==> src/rtl/mux_pkg.sv <==
`default_nettype none
// ============================================================================
//  Module      : mux_pkg
//  Description : Shared types and helpers for the arbitrated N:1 register
//                mux (arb_mux) and its arbiter (rr_arbiter).
//                  arb_mode_e  - arbitration policy selector
//                  wrap_next() - modulo-N increment used for the RR pointer
//  Revision    : 1.0 - initial release
// ============================================================================
package mux_pkg;

    // Arbitration policy. ARB_RR rotates priority after every accepted
    // beat; ARB_FIXED always prefers the lowest-indexed requester.
    typedef enum logic {
        ARB_RR    = 1'b0,
        ARB_FIXED = 1'b1
    } arb_mode_e;

    // Smallest and largest supported channel counts.
    localparam int MIN_INPUTS = 2;
    localparam int MAX_INPUTS = 16;

    // (idx + 1) mod n, written as a compare so no divider is inferred.
    function automatic int unsigned wrap_next(input int unsigned idx,
                                              input int unsigned n);
        int unsigned nxt;
        nxt = idx + 1;
        if (nxt >= n) begin
            nxt = 0;
        end
        return nxt;
    endfunction

endpackage : mux_pkg
`default_nettype wire

==> src/rtl/rr_arbiter.sv <==
`default_nettype none
// ============================================================================
//  Module      : rr_arbiter
//  Description : Purely combinational request arbiter. Searches the request
//                vector upward starting at a base index and wrapping from
//                NUM_INPUTS-1 to 0; the first asserted request wins.
//                In ARB_FIXED the base is forced to 0 (lowest index wins),
//                in ARB_RR the base is the caller's rotating pointer.
//  Ports       :
//      i_req        [NUM_INPUTS-1:0]  per-channel request
//      i_ptr        [SELECT_BITS-1:0] round-robin start pointer
//      i_mode       arb_mode_e        arbitration policy
//      o_grant      [NUM_INPUTS-1:0]  one-hot grant, zero when no request
//      o_grant_idx  [SELECT_BITS-1:0] binary index of the granted channel
//      o_grant_vld  1 bit             some request was granted
//  Revision    : 1.0 - initial release
// ============================================================================
module rr_arbiter
    import mux_pkg::*;
#(
    parameter  int NUM_INPUTS  = 4,
    localparam int SELECT_BITS = $clog2(NUM_INPUTS)
) (
    input  logic [NUM_INPUTS-1:0]  i_req,
    input  logic [SELECT_BITS-1:0] i_ptr,
    input  arb_mode_e              i_mode,
    output logic [NUM_INPUTS-1:0]  o_grant,
    output logic [SELECT_BITS-1:0] o_grant_idx,
    output logic                   o_grant_vld
);

    logic [SELECT_BITS-1:0] w_base;
    logic [SELECT_BITS-1:0] w_cand [NUM_INPUTS];

    assign w_base = (i_mode == ARB_FIXED) ? '0 : i_ptr;

    // Candidate g is the channel visited g steps after the base. The base is
    // always < NUM_INPUTS, so a single conditional subtract wraps it.
    for (genvar g = 0; g < NUM_INPUTS; g++) begin : g_cand
        logic [SELECT_BITS:0] w_sum;
        assign w_sum       = {1'b0, w_base} + (SELECT_BITS+1)'(g);
        assign w_cand[g]   = (w_sum >= (SELECT_BITS+1)'(NUM_INPUTS))
                           ? SELECT_BITS'(w_sum - (SELECT_BITS+1)'(NUM_INPUTS))
                           : SELECT_BITS'(w_sum);
    end

    // Walk the candidates in search order and keep the first hit.
    always_comb begin
        o_grant     = '0;
        o_grant_idx = '0;
        o_grant_vld = 1'b0;
        for (int off = 0; off < NUM_INPUTS; off++) begin
            if (!o_grant_vld && i_req[w_cand[off]]) begin
                o_grant_vld          = 1'b1;
                o_grant_idx          = w_cand[off];
                o_grant[w_cand[off]] = 1'b1;
            end
        end
    end

endmodule : rr_arbiter
`default_nettype wire

==> src/rtl/arb_mux.sv <==
`default_nettype none
// ============================================================================
//  Module      : arb_mux
//  Description : N-to-1 arbitrated multiplexer with a single registered
//                output slot and valid/ready handshakes on both sides.
//                The arbiter picks one requesting channel; its payload is
//                captured into the output register whenever that register is
//                empty or being drained in the same cycle, so a continuously
//                ready sink sees one beat per cycle.
//  Ports       :
//      i_clk       1 bit                       clock, rising edge
//      i_rst_n     1 bit                       synchronous active-low reset
//      i_valid     [NUM_INPUTS-1:0]            per-channel request
//      i_data_bus  [NUM_INPUTS*DATA_WIDTH-1:0] channel k at [k*W +: W]
//      o_ready     [NUM_INPUTS-1:0]            per-channel accept (one-hot/0)
//      o_valid     1 bit                       output register holds a beat
//      o_data      [DATA_WIDTH-1:0]            registered payload
//      o_select    [SELECT_BITS-1:0]           source channel of o_data
//      i_ready     1 bit                       downstream accept
//  Revision    : 1.0 - initial release
// ============================================================================
module arb_mux
    import mux_pkg::*;
#(
    parameter  int        NUM_INPUTS  = 4,
    parameter  int        DATA_WIDTH  = 8,
    parameter  arb_mode_e ARB_MODE    = ARB_RR,
    localparam int        SELECT_BITS = $clog2(NUM_INPUTS)
) (
    input  logic                             i_clk,
    input  logic                             i_rst_n,
    input  logic [NUM_INPUTS-1:0]            i_valid,
    input  logic [NUM_INPUTS*DATA_WIDTH-1:0] i_data_bus,
    output logic [NUM_INPUTS-1:0]            o_ready,
    output logic                             o_valid,
    output logic [DATA_WIDTH-1:0]            o_data,
    output logic [SELECT_BITS-1:0]           o_select,
    input  logic                             i_ready
);

    // ------------------------------------------------------------------
    // State
    // ------------------------------------------------------------------
    logic                   valid_q,  valid_d;
    logic [DATA_WIDTH-1:0]  data_q,   data_d;
    logic [SELECT_BITS-1:0] select_q, select_d;
    logic [SELECT_BITS-1:0] rr_ptr_q, rr_ptr_d;

    // ------------------------------------------------------------------
    // Arbitration
    // ------------------------------------------------------------------
    logic [NUM_INPUTS-1:0]  w_grant;
    logic [SELECT_BITS-1:0] w_grant_idx;
    logic                   w_grant_vld;
    logic                   w_load_en;
    logic                   w_accept;
    logic [DATA_WIDTH-1:0]  w_sel_data;

    rr_arbiter #(
        .NUM_INPUTS (NUM_INPUTS)
    ) u_arbiter (
        .i_req       (i_valid),
        .i_ptr       (rr_ptr_q),
        .i_mode      (ARB_MODE),
        .o_grant     (w_grant),
        .o_grant_idx (w_grant_idx),
        .o_grant_vld (w_grant_vld)
    );

    // The slot can take a new beat when it is empty or draining now.
    assign w_load_en = !valid_q || i_ready;

    // Reset gates the accept so no upstream beat is consumed while the
    // register is being forced to its reset value.
    assign w_accept  = w_grant_vld && w_load_en && i_rst_n;
    assign o_ready   = w_accept ? w_grant : '0;

    assign w_sel_data = i_data_bus[w_grant_idx*DATA_WIDTH +: DATA_WIDTH];

    // ------------------------------------------------------------------
    // Next-state
    // ------------------------------------------------------------------
    always_comb begin
        valid_d  = valid_q;
        data_d   = data_q;
        select_d = select_q;
        rr_ptr_d = rr_ptr_q;
        if (w_accept) begin
            // An accept while draining simply replaces the beat.
            valid_d  = 1'b1;
            data_d   = w_sel_data;
            select_d = w_grant_idx;
            rr_ptr_d = SELECT_BITS'(wrap_next(int'(w_grant_idx),
                                              NUM_INPUTS));
        end else if (valid_q && i_ready) begin
            valid_d  = 1'b0;
        end
    end

    always_ff @(posedge i_clk) begin
        if (!i_rst_n) begin
            valid_q  <= 1'b0;
            data_q   <= '0;
            select_q <= '0;
            rr_ptr_q <= '0;
        end else begin
            valid_q  <= valid_d;
            data_q   <= data_d;
            select_q <= select_d;
            rr_ptr_q <= rr_ptr_d;
        end
    end

    assign o_valid  = valid_q;
    assign o_data   = data_q;
    assign o_select = select_q;

endmodule : arb_mux
`default_nettype wire

==> config.mk <==
export PLATFORM = sky130hd
export DESIGN_NAME = arb_mux
export DESIGN_NICKNAME = d
export VERILOG_FILES = /design/src/rtl/mux_pkg.sv /design/src/rtl/rr_arbiter.sv /design/src/rtl/arb_mux.sv
export SDC_FILE = /design/constraint.sdc
export NUM_CORES = 1
export LEC_CHECK = 0
export CAP_MARGIN = 0
export CORE_AREA = 2 2 60 62
export CTS_BUF_LIST = sky130_fd_sc_hd__clkbuf_4 sky130_fd_sc_hd__clkbuf_8
export DETAILED_ROUTE_END_ITERATION = 8
export DIE_AREA = 0 0 62 64
export PLACE_DENSITY = 0.78
export REMOVE_ABC_BUFFERS = 1
export SYNTH_ARGS = -nofsm -noshare
export SYNTH_HDL_FRONTEND = slang
export SYNTH_SLANG_ARGS = --single-unit
==> constraint.sdc <==
create_clock -name i_clk -period 3.1 [get_ports i_clk]
set_clock_uncertainty 0.15 [all_clocks]
set_input_delay 0.62 -clock i_clk [delete_from_list [all_inputs] [get_ports i_clk]]
set_output_delay 0.62 -clock i_clk [all_outputs]
set_load 0.05 [all_outputs]
==> flow_summary.toml <==
[detailed_routing]
dr.pass1.iters = 4
finalWirelength_um = 3660
dr_total_vias = 1299
via_per_inst = 5.26
avgRoutedWirePerCell_um = 14.8
drtAntennaViolNets = 0
drt_iter0_drc = 45
drc = 0

[timing]
setup_ws_ps = -21.4
finalCriticalPeriod_ps = 3120
drv_slew = 0
hold_viol_final = 0
max_freq_mhz = 320
setup_viol = 1
finalCritPeriodShare_pct = 101
rsz0062_at_grt = "yes"
worstMarginPinSlew_ps = 518
relSlewSlack_pct = 65.3

[clock_network]
clock_sinks = 13
cts_tree = "built"
htreeDepth = 1
clockBufferDepth = 2
cts_inserted_buffers = 3
clk_pin_slew_ps = 80
cts_hold_buf = 0
cts_root_buf = "clkbuf_4"
clock_latency_ps = 290

[critical_path]
path_cells = "dlygate4sd2_1 > mux4_2 > nor2b_4 > a22oi_2 > nor2_2 > a221oi_2 > nor2_1 > clkbuf_16"
slowest_delay_ps = 600
worstSetupPathType = "primary input to primary output"
cpLargestDelayFamily = "multiplexers"
crit_path_end_kind = "primary output"
cp_slowest_cell = "mux4_2"
start_kind = "primary input"
worst-path-buf-inv = 2
ff2ff_path_depth = 13
cp_max_fo = 6
cp.arrival_ps = 2350
critPathRequiredTime_ps = 2330
critical_path_depth = 8

[power]
p_clk_share_pct = 6.6
power.density_nw_per_um2 = 926
leakage_uw = 0.000816
swShare_pct = 47.4
p_switching_uw = 875
vdd_drop_max_uv = 667
p_int_uw = 972
seq_power_share_pct = 15.5
comb_power_share_pct = 77.9

[place]
placed_cell_area_um2 = 1850
place_hpwl_um = 2750
globalplace.congestion = 0.828
dpl_worst_slack_ps = -242
port-buffer-count = 53

[finish]
num_antenna_cells = 0
fill_cells = 285
final_area_um2 = 1990
finalNetCount = 249
syn2layout_area_growth_pct = 62.8
final_layout_size_suffix_gt1_share_pct = 23.9

[yosys]
syn_area_um2 = 1220
synth-edff-count = 0
synth-seq-cells = 13
avgSynthCellArea_um2 = 9.21
yosysWarnings = 0
ys_seq_area_share_pct = 21.2
synth_flop_cell = "dfxtp_1"
synthArstFlopShare_pct = 0
ys_types = 43
synthCells = 133

[global_route]
grt_pass1_wl_um = 5790
grt_pass1_vias = 1268
grt_use_met2_pct = 31.1
grt.overflow.total = 0
grt.total_usage_pct = 19.1
grt.busiest_layer = "met2"
grt.met3_usage_pct = 3.64
antenna_found_initial = 0
use_met1_pct = 25.1
grt_max_degree = 19

[die]
chipWidth_um = 62
start_util_pct = 37.3
die_h_um = 64
die_area_um2 = 3970
core_um2 = 3280
num_rows = 21
io_pins = 54

[hold_path]
hp-class = "flip-flop to flip-flop"
hold_depth = 2

[run]
cap_violations = 0

[status]
violations = "setup timing"
status = "finished with violations"
## worst paths after layout
check	slack (ps)	to	from
setup / recovery	-20	o_ready[3]	i_valid[2]
hold / removal	340	o_data[6]$_SDFFE_PN0P_	o_data[6]$_SDFFE_PN0P_
setup reg to reg	250	o_data[1]$_SDFFE_PN0P_	rr_ptr_q[0]$_SDFFE_PN0P_
hold reg to reg	340	o_data[6]$_SDFFE_PN0P_	o_data[6]$_SDFFE_PN0P_
## worst min-delay path: cells and delay by family, from the launching register on
kind / cells / cell delay (ps)
AO/OA/AOI/OAI: 1 / 60
flip-flops: 1 / 340
AND/OR/NAND/NOR: 1 / 50
## metrics by stage
step / hold slack [ps] / cells / util (%) / total power (uW) / TNS [ps]
2_1_floorplan: 542 / 122 / - / 1130 / -3260
3_3_place_gp: 297 / 235 / 56.4 / 1510 / -804
3_5_place_dp: 300 / 235 / 56.4 / 1550 / -1770
4_1_cts: 331 / 240 / 58.3 / 1720 / 0
5_1_grt: 359 / 247 / 60.7 / 1950 / -393
6_report: 337 / 247 / 60.7 / 1850 / -21.4
## layout by cell type, fill, tap and decap left out, types with 4 or more instances in the layout
cell type / synthesis / final
clkdlybuf4s50_1: 0 / 45
dlygate4sd2_1: 0 / 4
nand2_1: 12 / 12
ha_1: 8 / 7
buf_4: 2 / 20
o221ai_1: 8 / 8
dfxtp_1: 13 / 11
mux2i_1: 18 / 18
nor2_1: 11 / 10
clkbuf_4: 0 / 4
## metal layers
metal	wire length, um	vias up
met4	66	0
li1	-	632
met1	1560	621
met5	0	-
met3	120	8
met2	1920	38
## synthesized netlist by cell type, types with 2 or more instances
master / n / area share [%]
ha_1: 8 / 8.2
nor3_1: 2 / 0.82
nand3_1: 2 / 0.82
buf_12: 2 / 3.3
buf_6: 3 / 2.8
a21oi_1: 4 / 1.6
inv_1: 3 / 0.92
buf_4: 2 / 1.2
a221oi_1: 4 / 2.9
o21ai_0: 3 / 1.2
a22oi_1: 4 / 2.5
nor2_1: 11 / 3.4
nand2_1: 12 / 3.7
a21boi_0: 2 / 1.2
mux4_2: 3 / 5.5
buf_1: 2 / 0.61
and2_1: 2 / 1.0
dfxtp_1: 13 / 21
o221ai_1: 8 / 5.7
nor4_1: 2 / 1.0
xnor2_1: 2 / 1.4
mux2i_1: 18 / 15
## power by group through the flow
stage	registers (uW)	logic [uW]	clock network, uW
floorplan	530	598	0
global placement	277	1230	0
detailed placement	281	1270	0
CTS	280	1320	124
global route	295	1530	132
finish	286	1440	122
## sequential cells by signal, indices dropped and copies added (netlist names)
signal    count
o_data        8
o_select      2
o_valid       1
rr_ptr_q      2
## area by class of cell
type	instances	area, um2	area share [%]
repair buffers	75	747	37.5
inverters	3	11.3	0.565
clock buffers	4	30.0	1.51
flip-flops and latches	13	263	13.2
well taps	46	57.6	2.89
multi-input cells	106	886	44.4
## kinds of logic after synthesis
| family | share of synthesized area [%] |
|---|---|
| AOI/OAI and AO/OA | 21.3 |
| buffers and inverters | 9.50 |
| and+or+nand+nor | 17.2 |
| muxes | 21.1 |
| DFF | 21.2 |
| xor gates and xnor gates | 1.43 |
| adders and majority gates | 8.17 |
## timing repair
item,CTS,global route
resized for setup,11,9
endpoints found under the setup margin,4,4
pin swaps,1,4
setup buffers,1,7
Note: power is estimated with default switching activity, not from simulation.
